## config.mk

```make
export PLATFORM = sky130hd
export DESIGN_NAME = rv_fetch_unit
export DESIGN_NICKNAME = d
export VERILOG_FILES = /design/src/rtl/rv_core_pkg.sv /design/src/rtl/rv_fetch_fifo.sv /design/src/rtl/rv_fetch_unit.sv
export SDC_FILE = /design/constraint.sdc
export NUM_CORES = 1
export LEC_CHECK = 0
export ABC_AREA = 1
export CAP_MARGIN = 20
export CORE_ASPECT_RATIO = 0.5
export CORE_MARGIN = 5
export CORE_UTILIZATION = 50
export DETAILED_ROUTE_END_ITERATION = 12
export GPL_ROUTABILITY_DRIVEN = 0
export PLACE_DENSITY = 0.82
export SETUP_SLACK_MARGIN = 0.1
export SYNTH_ARGS = -nofsm -noshare
export SYNTH_HDL_FRONTEND = slang
export SYNTH_SLANG_ARGS = --single-unit
```

## constraint.sdc

```tcl
create_clock -name clk -period 12.8 [get_ports clk]
set_clock_uncertainty 0.2 [all_clocks]
set_input_delay 2.56 -clock clk [delete_from_list [all_inputs] [get_ports clk]]
set_output_delay 2.56 -clock clk [all_outputs]
set_load 0.05 [all_outputs]
```

## src/rtl/rv_core_pkg.sv

```systemverilog
// Shared core-wide constants and types used by the fetch stage, the decoder and their benches.
package rv_core_pkg;

  localparam int XLEN = 32;
  localparam int ILEN = 32;

  localparam logic [XLEN-1:0] RESET_PC_DEFAULT = 32'h0000_0000;
  localparam logic [ILEN-1:0] NOP_INSTR        = 32'h0000_0013;  // addi x0, x0, 0

  typedef struct packed {
    logic [XLEN-1:0] pc;
    logic [ILEN-1:0] instr;
  } fetch_entry_t;

  function automatic logic [XLEN-1:0] align_word(input logic [XLEN-1:0] addr);
    return {addr[XLEN-1:2], 2'b00};
  endfunction

endpackage

```

## src/rtl/rv_fetch_fifo.sv

```systemverilog
// Instruction buffer between fetch and decode: {pc, instr} entries, flushable.
module rv_fetch_fifo
  import rv_core_pkg::*;
#(
  parameter int DEPTH = 2
) (
  input  logic                       clk,
  input  logic                       resetn,
  input  logic                       push,
  input  fetch_entry_t               push_data,
  input  logic                       pop,
  input  logic                       flush,
  output fetch_entry_t               head,
  output logic [$clog2(DEPTH):0]     count
);

  localparam int AW = $clog2(DEPTH);
  localparam int CW = AW + 1;

  fetch_entry_t    mem_q [DEPTH];
  logic [AW-1:0]   wr_ptr_q, wr_ptr_d;
  logic [AW-1:0]   rd_ptr_q, rd_ptr_d;
  logic [CW-1:0]   count_q, count_d;
  logic            do_push, do_pop;

  assign do_pop  = pop && (count_q != '0);
  assign do_push = push && ((count_q < CW'(DEPTH)) || do_pop);

  // NOTE: every variable driven here gets a default first, so no path can infer a latch.
  always_comb begin
    wr_ptr_d = wr_ptr_q;
    rd_ptr_d = rd_ptr_q;
    count_d  = count_q;
    if (flush) begin
      wr_ptr_d = '0;
      rd_ptr_d = '0;
      count_d  = '0;
    end else begin
      if (do_push) wr_ptr_d = wr_ptr_q + AW'(1);
      if (do_pop)  rd_ptr_d = rd_ptr_q + AW'(1);
      count_d = count_q + CW'(do_push) - CW'(do_pop);
    end
  end

  // NOTE: sequential state uses non-blocking assignments so all flops update together at the edge.
  always_ff @(posedge clk or negedge resetn) begin
    if (!resetn) begin
      wr_ptr_q <= '0;
      rd_ptr_q <= '0;
      count_q  <= '0;
    end else begin
      wr_ptr_q <= wr_ptr_d;
      rd_ptr_q <= rd_ptr_d;
      count_q  <= count_d;
    end
  end

  // NOTE: storage is deliberately not reset; count_q alone decides which entries are meaningful.
  always_ff @(posedge clk) begin
    if (do_push && !flush) mem_q[wr_ptr_q] <= push_data;
  end

  assign head  = (count_q == '0) ? '0 : mem_q[rd_ptr_q];
  assign count = count_q;

endmodule

```

## src/rtl/rv_fetch_unit.sv

```systemverilog
// Fetch stage: owns the PC, issues credit-limited word fetches, buffers responses for decode.
module rv_fetch_unit
  import rv_core_pkg::*;
#(
  parameter logic [XLEN-1:0] RESET_PC   = RESET_PC_DEFAULT,
  parameter int              FIFO_DEPTH = 2
) (
  input  logic            clk,
  input  logic            resetn,
  output logic            imem_req_valid,
  input  logic            imem_req_ready,
  output logic [XLEN-1:0] imem_req_addr,
  input  logic            imem_rsp_valid,
  input  logic [ILEN-1:0] imem_rsp_data,
  input  logic            redirect_valid,
  input  logic [XLEN-1:0] redirect_pc,
  output logic            out_valid,
  input  logic            out_ready,
  output logic [ILEN-1:0] out_instr,
  output logic [XLEN-1:0] out_pc
);

  localparam int CW = $clog2(FIFO_DEPTH) + 1;

  logic [XLEN-1:0] fetch_pc_q, fetch_pc_d;
  logic [XLEN-1:0] rsp_pc_q, rsp_pc_d;
  logic [CW-1:0]   inflight_q, inflight_d;
  logic [CW-1:0]   drop_q, drop_d;
  logic [CW-1:0]   fifo_count;
  logic [CW:0]     occupancy;
  logic            req_fire, rsp_take, rsp_keep, pop;
  fetch_entry_t    head, push_entry;

  assign out_valid = (fifo_count != '0);
  assign pop       = out_valid && out_ready;

  // A slot freed by this cycle's pop can be re-credited: its replacement arrives no earlier than next cycle.
  assign occupancy      = {1'b0, inflight_q} + {1'b0, fifo_count} - (CW+1)'(pop);
  assign imem_req_valid = resetn && !redirect_valid && (occupancy < (CW+1)'(FIFO_DEPTH));
  assign imem_req_addr  = fetch_pc_q;
  assign req_fire       = imem_req_valid && imem_req_ready;

  assign rsp_take   = imem_rsp_valid && (inflight_q != '0);
  assign rsp_keep   = rsp_take && (drop_q == '0) && !redirect_valid;
  assign push_entry = '{pc: rsp_pc_q, instr: imem_rsp_data};

  always_comb begin
    fetch_pc_d = fetch_pc_q;
    rsp_pc_d   = rsp_pc_q;
    inflight_d = inflight_q + CW'(req_fire) - CW'(rsp_take);
    drop_d     = drop_q;
    if (redirect_valid) begin
      fetch_pc_d = align_word(redirect_pc);
      rsp_pc_d   = align_word(redirect_pc);
      // Everything still owed belongs to the abandoned stream; already-dropped slots are part of inflight.
      drop_d     = inflight_q - CW'(rsp_take);
    end else begin
      if (req_fire)                   fetch_pc_d = fetch_pc_q + 32'd4;
      if (rsp_take && drop_q != '0)   drop_d     = drop_q - CW'(1);
      if (rsp_keep)                   rsp_pc_d   = rsp_pc_q + 32'd4;
    end
  end

  always_ff @(posedge clk or negedge resetn) begin
    if (!resetn) begin
      fetch_pc_q <= RESET_PC;
      rsp_pc_q   <= RESET_PC;
      inflight_q <= '0;
      drop_q     <= '0;
    end else begin
      fetch_pc_q <= fetch_pc_d;
      rsp_pc_q   <= rsp_pc_d;
      inflight_q <= inflight_d;
      drop_q     <= drop_d;
    end
  end

  rv_fetch_fifo #(
    .DEPTH (FIFO_DEPTH)
  ) u_fifo (
    .clk       (clk),
    .resetn    (resetn),
    .push      (rsp_keep),
    .push_data (push_entry),
    .pop       (pop),
    .flush     (redirect_valid),
    .head      (head),
    .count     (fifo_count)
  );

  assign out_instr = head.instr;
  assign out_pc    = head.pc;

  always @(posedge clk) begin
    if (resetn) begin
      assert (!(imem_rsp_valid && inflight_q == '0))
        else $error("rv_fetch_unit: imem response with no request in flight");
    end
  end

endmodule

```

* After elaboration in Yosys (flattened, before gate mapping)
Memories as Yosys holds them, arrays and structs flattened.
Cells that the tools add are included.
** Operators by class
- Add/sub/neg operators :: 12
- Order comparisons :: 2
- Mux-type cells :: 14
- Reductions and logical operators :: 23
** Operators by type and width (count)
- $mux W32 :: 4
- $add A32 B3 Y32 const B :: 2
- $mux W64 :: 1
- $reduce_bool A2 Y1 :: 8
- $logic_and A1 B1 Y1 :: 11
- $mux W1 :: 6
- $mux W2 :: 3
- $sub A2 B1 Y2 :: 3
- $add A2 B1 Y2 :: 2
- $logic_not A2 Y1 :: 2
- $add A2 B2 Y3 :: 1
- $lt A3 B2 Y1 const B :: 1
- $sub A3 B1 Y3 :: 1
- $add A1 B1 Y1 const B :: 2
- $lt A2 B2 Y1 const B :: 1
- $sub A2 B1 Y2 const B :: 1
- $logic_not A1 Y1 :: 1
- $logic_or A1 B1 Y1 :: 1
** Word-level totals
- Bits in registers :: 72
- Memory bits (writable) :: 128
- Bits of input ports :: 70
- Word-level logic and storage cells :: 59
- Memories kept :: 1
** Memories
- u_fifo.mem_q :: words 2, bits a word 64, rd ports 1, clocked after Yosys merged registers in 0, wr ports 1, RTL line rv_fetch_fifo.sv:20 : fetch_entry_t mem_q [DEPTH];

* Depth between registers and ports, before layout
- Depth after elaboration :: 8
- Mapped depth :: 14

* By module
Synthesis repeated with hierarchy kept, for this count alone.
** Unflattened totals
- Cell total of the unflattened synthesis :: 1035
- Area, all modules :: 9708.1 um2
** By module, submodules not included
- rv_fetch_fifo :: times used 1, cells an instance 375, area an instance 5057.4 um2, seq. area each 3943.8 um2
- rv_fetch_unit :: times used 1, cells an instance 660, area an instance 4650.7 um2, seq. area each 1601.5 um2

* Worst setup path before layout
OpenSTA, ideal clock, no wires.
- Kind :: input-to-output
- Start point :: input out_ready
- End point :: output imem_req_valid
- Arrival time :: 4221 ps
- Data required time :: 10040 ps
- Slack :: 5819 ps
- Stages :: 10
- Path buffers :: 0
- Cell sequence :: inv_1 nor2_1 ha_1 inv_1 nand2_1 fa_1 nand2_1 nor2_2 nand2_1 inv_1
** Between the ends
- Longest elaborated chain between the ends :: 4
** Ends and longest elaborated chain
- start, declared :: RTL line rv_fetch_unit.sv:18 : input logic out_ready,
- $logic_and A1 B1 Y1 :: RTL line rv_fetch_unit.sv:35 : assign pop = out_valid && out_ready;
- $sub A3 B1 Y3 :: RTL line rv_fetch_unit.sv:38 : assign occupancy = {1'b0, inflight_q} + {1'b0, fifo_count} - (CW+1)'(pop);
- $lt A3 B2 Y1 :: RTL line rv_fetch_unit.sv:39 : assign imem_req_valid = resetn && !redirect_valid && (occupancy < (CW+1)'(FIFO_DEPTH));
- $logic_and A1 B1 Y1 :: RTL line rv_fetch_unit.sv:39
- end, declared :: RTL line rv_fetch_unit.sv:10 : output logic imem_req_valid,
Every way passes these cells.

* Worst setup path after layout
Same ends and word-level chain as after synthesis.

==> flow_summary.ini <==
[finish]
drive_above_1_share = 0.0699
multiInputGateArea_mm2 = 0.00345
antenna_cells = 0
area_growth_pct = 25.4
seqCellArea_mm2 = 0.00543
layout.nets = 1256
postLayoutCellArea_mm2 = 0.0118
num-fill-cells = 1458

[yosys]
synth_cell_types = 43
synth-simple-area-share = 0.242
ys_seq_elements = 192
synth_top_family_by_area = simple AND/OR/NAND/NOR gates
synth_adder_area_share = 0.0155
postSynthCellCount = 1021
synth_compound_area_frac = 0.0812
yosys.area_share.xor_xnor = 0.0260
synth.yosys.seq_area_share = 0.578
avgSynthCellArea_um2 = 9.20
syn-cell-area_mm2 = 0.00939
yosys_warnings = 0
synth_mux_area_frac = 0

[timing]
slew_violations = 0
slew_headroom = 0.405
period_needed_ns = 8.17
hold_viol_final = 0
fin_crit_sh = 0.638
tightest_slew_ns = 0.892
rsz0062_at_grt = false
max_freq_mhz = 122
fin_tns_setup_ns = 0
setup_violations = 0

[place]
io_buffers = 161
postPlaceCellArea_mm2 = 0.0112
dpl.hpwl_um = 16800

[flow_run]
max_cap_violations = 0

[global_route]
grt_usage = 0.226
grt_antenna_before_repair = 0
grt_start_max_net_pins = 70
grt_pass1_wl_um = 39200
grt_pass1_vias = 7594
grt_overflow_total = 0

[critical_path]
r2r_setup_slack_ns = 8.88
worstSetupStartpointType = input port
cp_max_fo = 4
crit_chain = clkdlybuf4s50_1, inv_1, nor2_1, ha_1, inv_1, nand2_1, fa_1, nand2_1, nor2_2, nand2_1, inv_1, clkdlybuf4s50_1
critPathKind = in2out
arrival_ns = 5.41
critical_path.endpoint_type = output pin
critPathMaxStageDelay_ns = 0.79
critPathRequiredTime_ns = 10.04
cp_slowest_cell = clkdlybuf4s50_1

[cts]
hold_buffers = 0
clk_latency_ns = 0.42
cts_made_buffers = 17
post_cts_buffers = 0
cts_tree = built
cts_repair_resize_count = 0
cts-root-buf = clkbuf_16
clk_pin_slew_ns = 0.07
ctsHtreeMaxLevel = 4
clk_path_buf_depth = 2
clock_sinks = 192

[power_and_ir_drop]
seqPwrFrac = 0.362
clock_power_share = 0.215
power_density_mw_per_mm2 = 199
power.total_mw = 2.35
swShare = 0.439
p_leak_nw = 4.64
pwr-share-comb = 0.423
power_switching_mw = 1.03
intPower_mw = 1.32
irDropWorstVdd_mv = 0.106

[floorplanning]
die_y_um = 107
core_area_mm2 = 0.0184
start_util = 0.509
dieArea_mm2 = 0.0218
ios = 168
die_w_um = 204
row_count = 35

[routing]
vias = 7765
wl_per_cell_um = 17.1
initialDrtViolationCount = 731
wirelength_um = 24700
ant_nets = 0
viasPerCell = 5.37
drc = 0
dr.pass1.iters = 5

[outcome]
status = complete, no violations

[worst_hold_path]
hold_path_class = reg2reg
[power by group through the flow]
| stage | Sequential (mW) | Clock (mW) | Combinational (mW) |
|---|---|---|---|
| global route | 0.859 | 0.536 | 1.06 |
| detailed placement | 0.858 | 0 | 0.991 |
| global placement | 0.851 | 0 | 0.972 |
| CTS | 0.846 | 0.511 | 0.996 |
| finish | 0.849 | 0.504 | 0.992 |
| floorplan | 0.907 | 0 | 0.610 |
[cell type report]
cell class,count,share of cell area
Inverter,91,0.0292
Tap cell,259,0.0275
Timing Repair Buffer,168,0.142
Clock buffer,18,0.0365
Sequential cell,192,0.461
Clock inverter,14,0.0103
Multi-Input combinational cell,705,0.293
[kinds of logic after synthesis]
| group | count (synthesis) |
|---|---|
| XOR/XNOR | 27 |
| AO/OA/AOI/OAI | 137 |
| buffers and inverters | 127 |
| flip-flops | 192 |
| other | 1 |
| AND/OR/NAND/NOR | 526 |
| adder cells (fa/ha/maj) | 11 |
[synthesized netlist by cell type, drive strengths merged]
master  number  share of area
nand2      349           0.14
edfxtp     124           0.40
inv         91          0.037
nor2        82          0.041
a21oi       78          0.043
dfrtp       68           0.18
nand3       68          0.040
o21ai       34          0.018
buf         23          0.015
xor2        22          0.021
o211ai      14          0.012
clkbuf      13         0.0052
ha          10          0.013
nand4       10         0.0067
nor3         8         0.0060
o21bai       6         0.0048
nand3b       5         0.0040
xnor2        5         0.0047
a31oi        3         0.0020
nor3b        2         0.0016
a21o         1        0.00080
and2         1        0.00067
conb         1        0.00040
fa           1         0.0021
o221ai       1        0.00093
or2          1        0.00067
[per-stage QoR]
stage	cells	worst slack, ns	utilization	hold slack (ns)
global route	1447	4.45	0.638	0.364
CTS	1446	4.60	0.637	0.346
floorplan	1024	5.82	-	0.264
global placement	1414	4.70	0.607	0.318
detailed placement	1414	4.60	0.607	0.330
finish	1447	4.63	0.638	0.353
[worst paths after layout]
kind / startpoint / to / cells after the start
max: out_ready / imem_req_valid / 12
min: rsp_pc_q[5] / u_fifo.mem_q[0][37] / 0
max reg2reg: u_fifo.count[1] / inflight_q[1] / 15
min in group asynchronous: resetn / imem_req_addr[5] / 2
min reg2reg: rsp_pc_q[5] / u_fifo.mem_q[0][37] / 0
max in group asynchronous: resetn / u_fifo.rd_ptr_q / 2
[sequential cells by signal (all words and copies together), names as in the netlist]
name	cells
u_fifo.mem_q	124
imem_req_addr	30
rsp_pc_q	30
drop_q	2
inflight_q	2
u_fifo.count	2
u_fifo.rd_ptr_q	1
u_fifo.wr_ptr_q	1
[routing by layer]
| layer | vias up | wire [µm] | GRT usage |
|---|---|---|---|
| met3 | 38 | 1690 | 0.0423 |
| li1 | 3675 | - | - |
| met1 | 3730 | 10600 | 0.304 |
| met4 | 0 | 414 | 0.0649 |
| met2 | 322 | 12000 | 0.380 |
| met5 | - | 0 | 0 |
[critical path, delay by kind of cell]
kind,cells,cell delay (ns)
buf+inv,5,1.46
simple gates,5,0.63
fa+ha+maj,2,0.77
[placed cells by master, fill, tap and decap left out, types with 2 or more instances in the layout]
cell | Yosys | routed
conb_1 | 1 | 4
o21ai_0 | 17 | 17
edfxtp_1 | 124 | 124
nand3_2 | 4 | 4
clkinv_2 | 0 | 2
inv_6 | 0 | 5
nand4_1 | 10 | 10
o21bai_1 | 6 | 6
dfrtp_1 | 68 | 67
nand3_1 | 63 | 63
a21oi_1 | 77 | 77
clkbuf_16 | 0 | 17
nand2_1 | 343 | 343
xnor2_1 | 5 | 5
nor3b_1 | 2 | 2
clkdlybuf4s50_1 | 0 | 160
inv_8 | 0 | 3
nor2_2 | 7 | 7
o211ai_1 | 13 | 13
buf_4 | 6 | 6
a31oi_1 | 3 | 3
clkinv_4 | 0 | 3
inv_1 | 82 | 82
nor3_1 | 6 | 6
o21ai_1 | 17 | 17
xor2_1 | 21 | 21
inv_2 | 8 | 8
nor2_4 | 8 | 10
ha_1 | 10 | 10
nand2_2 | 5 | 5
nand3b_1 | 5 | 5
nor2_1 | 67 | 65
No activity file was read; power rests on OpenSTA's default activity.
